[src/rtl/step_sequencer_pc.sv]
// Step counter for the multicycle controller: walks each instruction through fetch/decode/execute steps,
// raises Buff_PC on the class-specific last step, freezes on Stall, and parks in HALT until Resume.
module step_sequencer_pc #(
    parameter int CNT_W    = 3,
    parameter int RET_W    = 16,
    parameter int LAST_IMM = 2,
    parameter int LAST_ALU = 3,
    parameter int LAST_LD  = 4,
    parameter int LAST_ST  = 3,
    parameter int LAST_BR  = 2,
    parameter int LAST_JMP = 3,
    parameter int LAST_IO  = 2
) (
    input  logic             clk,
    input  logic             Rst,
    input  logic [4:0]       InsM,
    input  logic [1:0]       InsL,
    input  logic             Stall,
    input  logic             Resume,
    output logic [CNT_W-1:0] Cnt,
    output logic             Buff_PC,
    output logic [2:0]       Ins_Class,
    output logic             Halted,
    output logic             Illegal,
    output logic [RET_W-1:0] Retired
);

    typedef enum logic {ST_RUN, ST_HALT} state_t;

    localparam logic [2:0] C_IMM = 3'd0;
    localparam logic [2:0] C_ALU = 3'd1;
    localparam logic [2:0] C_LD  = 3'd2;
    localparam logic [2:0] C_ST  = 3'd3;
    localparam logic [2:0] C_BR  = 3'd4;
    localparam logic [2:0] C_JMP = 3'd5;
    localparam logic [2:0] C_IO  = 3'd6;
    localparam logic [2:0] C_HLT = 3'd7;

    localparam logic [CNT_W-1:0] CNT_MAX = '1;

    state_t           state_q, state_d;
    logic [CNT_W-1:0] cnt_q, cnt_d;
    logic [2:0]       cls_q, cls_d;
    logic             ill_q, ill_d;
    logic [RET_W-1:0] ret_q, ret_d;

    logic [2:0]       dec_cls;
    logic             dec_ill;
    logic [CNT_W-1:0] last_sel;
    logic             at_last;

    always_comb begin
        dec_cls = C_IO;
        dec_ill = 1'b0;
        case (InsM)
            5'b00000:                     dec_cls = C_ALU;
            5'b00001, 5'b00010:           dec_cls = C_IMM;
            5'b00011, 5'b00100:           dec_cls = C_LD;
            5'b00101:                     dec_cls = C_ST;
            5'b00110: begin
                if (InsL == 2'b00)        dec_cls = C_ST;
                else if (InsL == 2'b01)   dec_cls = C_ALU;
                else                      dec_ill = 1'b1;
            end
            5'b00111, 5'b01000, 5'b01011: dec_cls = C_ALU;
            5'b11000, 5'b11001:           dec_cls = C_BR;
            5'b10000, 5'b10001,
            5'b10010, 5'b10011:           dec_cls = C_JMP;
            5'b11100: begin
                if (InsL == 2'b00)        dec_cls = C_IO;
                else if (InsL == 2'b01)   dec_cls = C_HLT;
                else                      dec_ill = 1'b1;
            end
            default:                      dec_ill = 1'b1;
        endcase
    end

    always_comb begin
        last_sel = CNT_MAX;
        case (cls_q)
            C_IMM:   last_sel = CNT_W'(LAST_IMM);
            C_ALU:   last_sel = CNT_W'(LAST_ALU);
            C_LD:    last_sel = CNT_W'(LAST_LD);
            C_ST:    last_sel = CNT_W'(LAST_ST);
            C_BR:    last_sel = CNT_W'(LAST_BR);
            C_JMP:   last_sel = CNT_W'(LAST_JMP);
            C_IO:    last_sel = CNT_W'(LAST_IO);
            default: last_sel = CNT_MAX;
        endcase
    end

    // CNT_MAX term is the runaway guard: never let a step count spin past the top.
    assign at_last = (cnt_q >= CNT_W'(2)) && (cls_q != C_HLT) &&
                     ((cnt_q == last_sel) || (cnt_q == CNT_MAX));

    assign Buff_PC = (state_q == ST_HALT) ? Resume : (!Stall && at_last);

    always_comb begin
        state_d = state_q;
        cnt_d   = cnt_q;
        cls_d   = cls_q;
        ill_d   = 1'b0;
        ret_d   = ret_q + RET_W'(Buff_PC);
        if (state_q == ST_HALT) begin
            cnt_d = '0;
            if (Resume) state_d = ST_RUN;
        end else if (!Stall) begin
            if (cnt_q == '0) begin
                cnt_d = CNT_W'(1);
            end else if (cnt_q == CNT_W'(1)) begin
                cls_d = dec_cls;
                ill_d = dec_ill;
                cnt_d = CNT_W'(2);
            end else if (cls_q == C_HLT) begin
                state_d = ST_HALT;
                cnt_d   = '0;
            end else if (at_last) begin
                cnt_d = '0;
            end else begin
                cnt_d = cnt_q + CNT_W'(1);
            end
        end
    end

    always_ff @(posedge clk or negedge Rst) begin
        if (!Rst) begin
            state_q <= ST_RUN;
            cnt_q   <= '0;
            cls_q   <= C_IMM;
            ill_q   <= 1'b0;
            ret_q   <= '0;
        end else begin
            state_q <= state_d;
            cnt_q   <= cnt_d;
            cls_q   <= cls_d;
            ill_q   <= ill_d;
            ret_q   <= ret_d;
        end
    end

    assign Cnt       = cnt_q;
    assign Ins_Class = cls_q;
    assign Halted    = (state_q == ST_HALT);
    assign Illegal   = ill_q;
    assign Retired   = ret_q;

endmodule

[config.mk]
export PLATFORM = sky130hd
export DESIGN_NAME = step_sequencer_pc
export DESIGN_NICKNAME = d
export VERILOG_FILES = /design/src/rtl/step_sequencer_pc.sv
export SDC_FILE = /design/constraint.sdc
export NUM_CORES = 1
export LEC_CHECK = 0
export ABC_AREA = 1
export CAP_MARGIN = 20
export CORE_UTILIZATION = 35
export CTS_BUF_LIST = sky130_fd_sc_hd__clkbuf_2
export DETAILED_ROUTE_END_ITERATION = 10
export HOLD_SLACK_MARGIN = 0.03
export SLEW_MARGIN = 20
export SYNTH_ARGS = -nofsm -noshare
export SYNTH_HDL_FRONTEND = slang
export SYNTH_SLANG_ARGS = --single-unit
export TNS_END_PERCENT = 20
[constraint.sdc]
create_clock -name clk -period 3.3 [get_ports clk]
set_clock_uncertainty 0.2 [all_clocks]
set_input_delay 0.33 -clock clk [delete_from_list [all_inputs] [get_ports clk]]
set_output_delay 0.33 -clock clk [all_outputs]
set_load 0.01 [all_outputs]
== Word level (Yosys, flattened, before mapping) ==
Cells that the tools add are included.
Word-level totals
  output and inout bits: 25
  bits of input ports: 11
  flip-flop bits (word level): 24
Cells by class
  bitwise gates (word level): 3
  muxes and demuxes: 26
  add/subtract/negate cells: 2
  $lt $le $gt $ge: 1
  equal/unequal tests: 29
  reductions and logical operators: 19
Operators by type and width (number)
  5-bit equality test, second input constant: 7
  3-bit two-way mux: 8
  3-bit case mux with 8 select lines: 1
  5-bit by 3-bit equality test with 1-bit output, second input constant: 4
  16-bit by 1-bit adder with 16-bit output: 1
  3-bit equality test, second input constant: 5
  1-bit two-way mux: 15
  15-bit OR reduction: 1
  5-bit by 2-bit equality test with 1-bit output, second input constant: 2
  5-bit by 4-bit equality test with 1-bit output, second input constant: 2
  3-bit case mux with 3 select lines: 1
  2-bit OR reduction: 4
  4-bit OR reduction: 2
  3-bit by 1-bit equality test with 1-bit output, second input constant: 2
  3-bit by 2-bit equality test with 1-bit output, second input constant: 2
  3-bit logical NOT: 2
  3-bit OR reduction: 2
  5-bit by 1-bit equality test with 1-bit output, second input constant: 1
  5-bit logical NOT: 1
  4-bit AND reduction: 1
  3-bit by 1-bit adder with 3-bit output, second input constant: 1
  3-bit equality test: 1
  3-bit by 2-bit >= comparator with 1-bit output, second input constant: 1
  1-bit logical AND: 3
  8 further kinds: 10

== Longest topological paths before layout ==
  depth after elaboration: 12
  mapped depth: 16

== Worst setup path after synthesis ==
OpenSTA, ideal clock, no wires.
  path kind: reg-to-reg
  start point: register cnt_q[0], in the netlist Cnt[0]
  end point: register ret_q[14], in the netlist Retired[14]
  period minus slack after synthesis: 2835 ps
  arrival time: 2513 ps
  path slack: 465 ps
  setup time: 122 ps
  cell stages (with the launch flop): 17
  cells stage by stage: dfrtp_1 -> ha_1 -> ha_1 -> nor2_1 -> nand3_1 -> nand2_1 -> a21oi_1 -> nand2_1 -> a21oi_1 -> ha_1 -> ha_1 -> nand3_1 -> nor2_2 -> nand4_2 -> nor2_2 -> nand2_1 -> xor2_1
Between the ends
  longest elaborated chain between the ends: 6
  elaborated cells between the ends (all ways): 9
Ends and longest elaborated chain
  from (decl): line 42  | logic [CNT_W-1:0] cnt_q, cnt_d;
  from (signal assigned): line 134  | cnt_q <= cnt_d;
  3-bit by 2-bit >= comparator with 1-bit output / 3-bit equality test (equally long branches): line 93, 94
  1-bit logical AND / 1-bit logical OR (equally long branches): line 93, 94
  1-bit logical AND *: line 93  | assign at_last = (cnt_q >= CNT_W'(2)) && (cls_q != C_HLT) &&
  1-bit logical AND *: line 96  | assign Buff_PC = (state_q == ST_HALT) ? Resume : (!Stall && at_last);
  1-bit two-way mux *: line 96
  named net Buff_PC: line 21  | output logic Buff_PC,
  16-bit by 1-bit adder with 16-bit output *: line 103  | ret_d = ret_q + RET_W'(Buff_PC);
  named net ret_d[14]: line 45  | logic [RET_W-1:0] ret_q, ret_d;
  to (signal assigned): line 137  | ret_q <= ret_d;
  to (decl): line 45
Mark *: on every way through the listed nets, which the timed path passes. The rest lies on a longest branch.
A chain may end at the register's enable or synchronous reset.

== Worst setup path after layout ==
  start point: register cnt_q[0], in the netlist Cnt[0]
  end point: register ret_q[14], in the netlist Retired[14]
Between the ends
  longest elaborated chain between the ends: 6
  elaborated cells between the ends (all ways): 9
Ends and longest elaborated chain (line)
  3-bit by 2-bit >= comparator with 1-bit output / 3-bit equality test (equally long branches): 93, 94
  1-bit logical AND / 1-bit logical OR (equally long branches): 93, 94
  1-bit logical AND *: 93
  1-bit logical AND *: 96
  1-bit two-way mux *: 96
  16-bit by 1-bit adder with 16-bit output *: 103
  named net ret_d[14]: 45
Marked as above.

==> summary.md <==
| Metric | Value |
|---|---|
| Cell-by-cell listing of the critical path | ha_1 -> ha_1 -> nor2_1 -> nand3_1 -> nand2_1 -> a21oi_1 -> nand2_1 -> a21oi_1 -> ha_1 -> ha_1 -> nand3_1 -> nor2_2 -> nand4_2 -> nor2_2 -> nand2_1 -> xor2_1 |
| Number of H-tree branching levels | 1 |
| Final weighted congestion in routability-driven placement | 0.8117 |
| Ratio of cells with drive above 1 in the final layout | 6.438% |
| Largest net degree at the start of global routing | 25 |
| Worst hold slack | 94.69 ps |
| Register bit count reported by yosys | 24 |
| Hold buffer count at CTS | 0 |
| Most frequent cells in the layout | 47 x sky130_fd_sc_hd__nand2_1, 35 x sky130_fd_sc_hd__clkdlybuf4s50_1, 30 x sky130_fd_sc_hd__inv_1 |
| Internal reg-to-reg setup slack | 400 ps |
| Master cell of the clock root buffer | sky130_fd_sc_hd__clkbuf_2 |
| Clock tree from TritonCTS | done |
| Capturing instance or port of the critical path | Retired[14] |
| Slew of the pin with the lowest slew margin | around 310 ps |
| Total Neg Setup Slack | 0 ps |
| Post-Route WL | 3046 um |
| Input/output buffers | 35 |
| Leading cell type in the layout, fill and taps excluded | sky130_fd_sc_hd__nand2_1 |
| Cell with the largest stage delay on the worst path | sky130_fd_sc_hd__dfrtp_1 |
| P_int | ~0.00075 W |
| Final critical-path share of the clock period | 87.75% |
| Sinks on Clock Net | 24 |
| Worst IR drop on VDD | ~0.00026 V |
| Area fraction in and, or, nand and nor cells after synthesis | 32.21% |
| Chip Width | roughly 67 um |
| Antenna fix cells | 0 |
| Sequential power share | between 30% and 40% |
| Sequential fraction of the synthesis area | 40.37% |
| Main combinational cell family by area after synthesis | simple AND/OR/NAND/NOR gates |
| Type of the setup path with the least slack | register to register |
| Library cells used by synthesis | 24 |
| Post-synthesis share of cell area spent on full adders, half adders and majority gates | 5.046% |
| Max-slew headroom | a little under 80% |
| Synthesized net count | 211 |
| Total congestion overflow | 0 |
| Overall routing resource usage | 15.72% |
| Clock buffer count from CTS | 3 |
| Leakage power | roughly 0.99 nW |
| Synth-to-layout area growth | 30.78% |
| Vertical die dimension | 67.20 um |
| Count of fill cells added during filler insertion | 407 |
| Clock slew seen by the registers of the worst setup and hold paths | 230 ps |
| Global-route wire length before repair | ~5500 um |
| Clock tree buffer depth | 2 |
| Ports placed on the boundary | 36 |
| DR WL/cell | approximately 11 um |
| Cell with the most instances on the worst path | sky130_fd_sc_hd__ha_1 |
| Sort of element at the start of the critical path | register |
| Floorplan core area | 4029 um2 |
| Via count of the first global-routing pass | 1232 |
| Unrepaired setup endpoints after global routing | no |
| Drt first pass iters | 4 |
| Class of the most critical hold timing path | input port to async pin |
| Synthesized netlist cell count | approximately 190 |
| Hold Fails Final Rpt | 0 |
| Final worst path period need | 2896 ps |
| DPL Wire Length | roughly 2400 um |
| Synth top area cells | sky130_fd_sc_hd__dfrtp_1 40%, sky130_fd_sc_hd__nand2_1 12%, sky130_fd_sc_hd__inv_1 7.6% |
| Power Density | 631.0 nW/um2 |
| Cells on worst reg2reg path | 16 |
| Maximum achievable frequency | between 0.3 and 0.4 GHz |
| Worst-path fanout max | 7 |
| Mapped Avg Cell Area | 7.668 um2 |
| Portion of total power attributed to the clock network | between 15 and 20% |
| Number of buffers added for setup after CTS | 0 |
| DR vias/cell | 4.544 |
| Detailed router's first-iteration violation count | between 80 and 90 |
| Data required, critical path | 3370 ps |
| Area of the die | 4515 um2 |
| Post-synth design cell area | 1488 um2 |
| Area fraction of the dominant cell type after synthesis | 40.37% |
| Antenna violations before repair | 0 |
| Final setup violation count | 0 |
| Start point of the critical path | Cnt[0] |
| Worst skew pair latency | about 340 ps |
| Post-route ant nets | 0 |
| Critical Path Max Stage Delay | roughly 520 ps |
| Max Slew Vio Count | 0 |
| Net switching power figure | 0.0004787 W |
| Mux contribution to synthesized area | 0% |
| Combinational Power Share | 45.3% |
| Worst Setup End Kind | register |
| Reg2reg start | Cnt[0] |
| Remaining DRCs | 0 |
| Cell taking the most area after synthesis | sky130_fd_sc_hd__dfrtp_1 |
| Count of max-cap constraint violations | 0 |
| Endpoint of the most critical register-to-register path | Retired[14] |
| Area taken by flip-flops and latches | 600.6 um2 |
| NumNets Final | 251 |
| Result of the run | finished clean |
| Compound-cell area share of the yosys netlist | about 5.8% |
| Xor-xnor portion of the synthesized cell area | under 10% |
| Starting density of the core | 36.93% |
| Area of combinational cells with multiple inputs | between 700 and 800 um2 |
| Number of gates resized after CTS | 0 |
| Synthesis Warnings | 0 |
| Net switching share of the total power | 38.99% |
| Worst Path Arrival | 2960 ps |
| Via count | about 1.3k |
| # rows | 23 |
[state kept, by name, summed over array words and instances (netlist names)]
| register | count |
|---|---|
| Ins_Class | 3 |
| Halted | 1 |
| Retired | 16 |
| Cnt | 3 |
| Illegal | 1 |
[kinds of logic (layout without fill, tap and decap cells)]
family | after synthesis | after routing
simple gates | 102 | 102
compound gates | 16 | 16
fa+ha+maj | 6 | 6
xor+xnor | 14 | 14
flops | 24 | 24
buf+inv | 32 | 71
[Yosys cell counts, drive strengths merged]
master and number:
nand2 47, xnor2 4, nand3 18, dfrtp 24, nor2 24, ha 6
nor4 2, nand3b 1, a21oi 7, o21bai 1, xor2 10, buf 1
nand4 5, nor3 5, inv 31, o21ai 8
[routing by layer]
metal | vias up | GRT usage, % | part of all wire [%]
met1 | 562 | 23.24 | 53
met2 | 27 | 24.13 | 44
li1 | 695 | - | -
met3 | 2 | 1.858 | 3.0
met4 | 0 | 3.989 | 0.72
met5 | - | 0 | 0
[worst min-delay path by stage]
stage | start | endpoint | slack [ps] | cells after the start
after floorplan | Rst | Cnt[0] | -170 | 0
after global placement | Retired[15] | Retired[15] | 260 | 1
after detailed placement | Retired[15] | Retired[15] | 270 | 1
after CTS | Rst | Retired[8] | 80 | 2
after global routing | Rst | Retired[12] | 80 | 2
final | Rst | Retired[14] | 90 | 2
[critical path: cells and delay by family (launching register included)]
kind            cells  cell delay, ps
xor+xnor            1             140
compound gates      2             310
fa+ha+maj           4             740
simple gates        9             930
flops               1             520
[layout make-up]
class | count | area share (%)
multi-input cells | 138 | 39.23
flip-flops and latches | 24 | 30.87
repair buffers | 36 | 18.39
inverters | 31 | 5.981
well taps | 50 | 3.215
clock inverters | 1 | 1.543
clock buffers | 3 | 0.7717
[per-stage QoR]
step	setup slack, ps	power, W	std cells	util, %	instance area (um2)
after floorplan	464.9	0.0007744	194	-	1488
after global placement	507.3	0.001053	279	47.17	1901
after detailed placement	421.2	0.001047	279	47.17	1901
after CTS	389.4	0.001248	283	48.29	1946
after global routing	23.08	0.001341	283	48.29	1946
final	404.4	0.001228	283	48.29	1946
[power groups by stage]
stage / Clock (W) / Sequential, W / Combinational (W)
after global routing: 0.000212 / 0.000495 / 0.000634
after global placement: 0 / 0.000487 / 0.000566
final: 0.000194 / 0.000478 / 0.000556
after CTS: 0.000203 / 0.000480 / 0.000564
after floorplan: 0 / 0.000496 / 0.000278
after detailed placement: 0 / 0.000485 / 0.000562
Note: power is estimated with default switching activity, not from simulation.
==> RTL change, RTL diff (same flow settings) <==
Make the reset (`Rst`) synchronous in one clocked block.
--- a/src/rtl/step_sequencer_pc.sv
+++ b/src/rtl/step_sequencer_pc.sv
@@ -124,3 +124,3 @@
 
-    always_ff @(posedge clk or negedge Rst) begin
+    always_ff @(posedge clk) begin
         if (!Rst) begin
Function: differs if Rst is asserted again (counterexample within 4 cycles, from zero or initial values and one cycle with Rst low); with Rst held inactive, the same outputs for 10 cycles.
==> RTL change against the unedited design <==
Setup slack gained 190 ps; area after synthesis shrank 1.3%; count of clock-buffer cells in the layout is the same; design area shrank 1.3%; sequential cell count is the same; wire length grew 5.3%; global-route usage grew 0.15 points; first-iteration DRC count grew 16%; sequential share of layout area shrank 5.9 points; critical endpoint is now Buff_PC; highest routed layer unchanged.
Power is not compared: it rests on default switching activity, and its combinational part moved more than twofold at a synthesized area within 25%.
==> RTL change: results <==
group,metric,value,unit
drt,firstDrtPassIters,4,
worst_setup_path,max_stage_delay,580,ps
final_layout,largest_register_ffs,16,
hold_path,hold_path_class,"flop to flop",
worst_setup_path,critPathArrivalTime,2180,ps
worst_setup_path,cpMaxStageDelayCell,"clkdlybuf4s50_1",
clock_network,cts-root-buf,"clkbuf_2",
power,p_leak,0.844,nW
timing,slew_headroom,66.9,%
synth,ys_types,29,
clock_network,clk_pin_slew,250,ps
final_layout,fillCellCount,443,
synth,async_reset_ff_share,0,%
drt,avgRoutedWirePerCell,10.4,µm
synth,synth_common_cells,"nand2_1, inv_1, nor2_1",
global_routing,grt_use_met1,20.1,%
final_layout,antenna_cells,0,
run_status,status,"finished clean",
clock_network,clock_latency,350,ps
global_routing,grtUsageTotal,15.9,%
clock_network,cts-buffers-inserted,3,
worst_setup_path,r2r_slack,610,ps
worst_setup_path,cp_top_family,"buffers and inverters",
global_routing,grt_pass1_vias,1279,
clock_network,cts_setup_buffers,0,
final_layout,drive_above_1_share,8.11,%
global_routing,grt_antenna_before_repair,0,
synth,synth-main-ff-cell,"dfxtp_1",
place,numPortBuffers,35,
global_routing,met2_usage,27.1,%
place,gp_congestion,0.826,
timing,setup_viol,0,
synth,yosysSeqAreaShare,32.7,%
clock_network,cts_max_level,1,
power,power_switching,0.000141,W
global_routing,grt_max_degree,15,
clock_network,cts_buffer_depth,2,
synth,yosysWarnings,0,
synth,synth.net_count,238,
synth,synth_area_leaders,"dfxtp_1, nand2_1, inv_1, nor2_1, a21oi_1",
final_layout,nNetsFinal,277,
drt,drtIter0Drc,99,
timing,whs,310,ps
place,dpl.hpwl,2470,µm
global_routing,grt_pass1_wl,5410,µm
drt,via_count,1451,
power,peakVddDrop,0.000137,V
clock_network,cts_resized,0,
worst_setup_path,critPathMaxFanout,9,
global_routing,use_met3,3.08,%
RTL change: worst paths after layout:
kind,endpoint,depth (start not counted),startpoint
setup / recovery,Buff_PC,7,Cnt[1]
hold / removal,Retired[14],2,Retired[14]
setup reg to reg,Retired[12],16,Cnt[1]
hold reg to reg,Retired[14],2,Retired[14]
RTL change: layout make-up:
| type | count | area (µm²) | area share [%] |
|---|---|---|---|
| Clock buffer | 3 | 15.0 | 0.782 |
| Timing Repair Buffer | 35 | 350 | 18.2 |
| Sequential cell | 24 | 480 | 25.0 |
| Multi-Input combinational cell | 157 | 833 | 43.4 |
| Tap cell | 50 | 62.6 | 3.26 |
| Clock inverter | 1 | 30.0 | 1.56 |
| Inverter | 39 | 149 | 7.75 |
RTL change: cell families after synthesis:
logic type,count (synthesis),synth area share [%]
simple gates,116,38.0
buf+inv,40,10.5
compound gates,33,12.4
flops,24,32.7
fa+ha+maj,6,5.11
xor+xnor,2,1.19
RTL change: through the flow:
stage / total power (W) / area [µm²] / instances / setup WS [ps]
final: 0.000575 / 1920 / 309 / 591
after floorplan: 0.000352 / 1470 / 221 / 710
after detailed placement: 0.000385 / 1880 / 305 / 648
after global routing: 0.000606 / 1920 / 309 / 324
after CTS: 0.000586 / 1920 / 309 / 539
after global placement: 0.000386 / 1880 / 305 / 715
RTL change: worst reg2reg max path: stages (launching register included):
cell and delay, ps:
dfxtp_1 550, ha_1 210, ha_1 130, inv_1 40, nand2_1 50, nand2_1 90, o22ai_1 180, ha_1 210
ha_1 200, nand3_2 120, nor3_4 220, nand2_2 90, nor2_4 120, nand2_2 60, nand2_1 50, nand2_1 40
nor2_1 100
RTL change: power groups by stage:
stage | sequential, W | clock, W | combinational (W)
after floorplan | 0.000306 | 0 | 0.0000457
after global placement | 0.000306 | 0 | 0.0000803
after detailed placement | 0.000306 | 0 | 0.0000799
after CTS | 0.000301 | 0.000205 | 0.0000803
after global routing | 0.000301 | 0.000214 | 0.0000907
final | 0.000300 | 0.000195 | 0.0000800
RTL change: layer usage:
metal | vias up | part of all wire (%)
li1 | 777 | -
met1 | 642 | 49
met2 | 30 | 47
met3 | 2 | 4.2
met4 | 0 | 0.25
met5 | - | 0
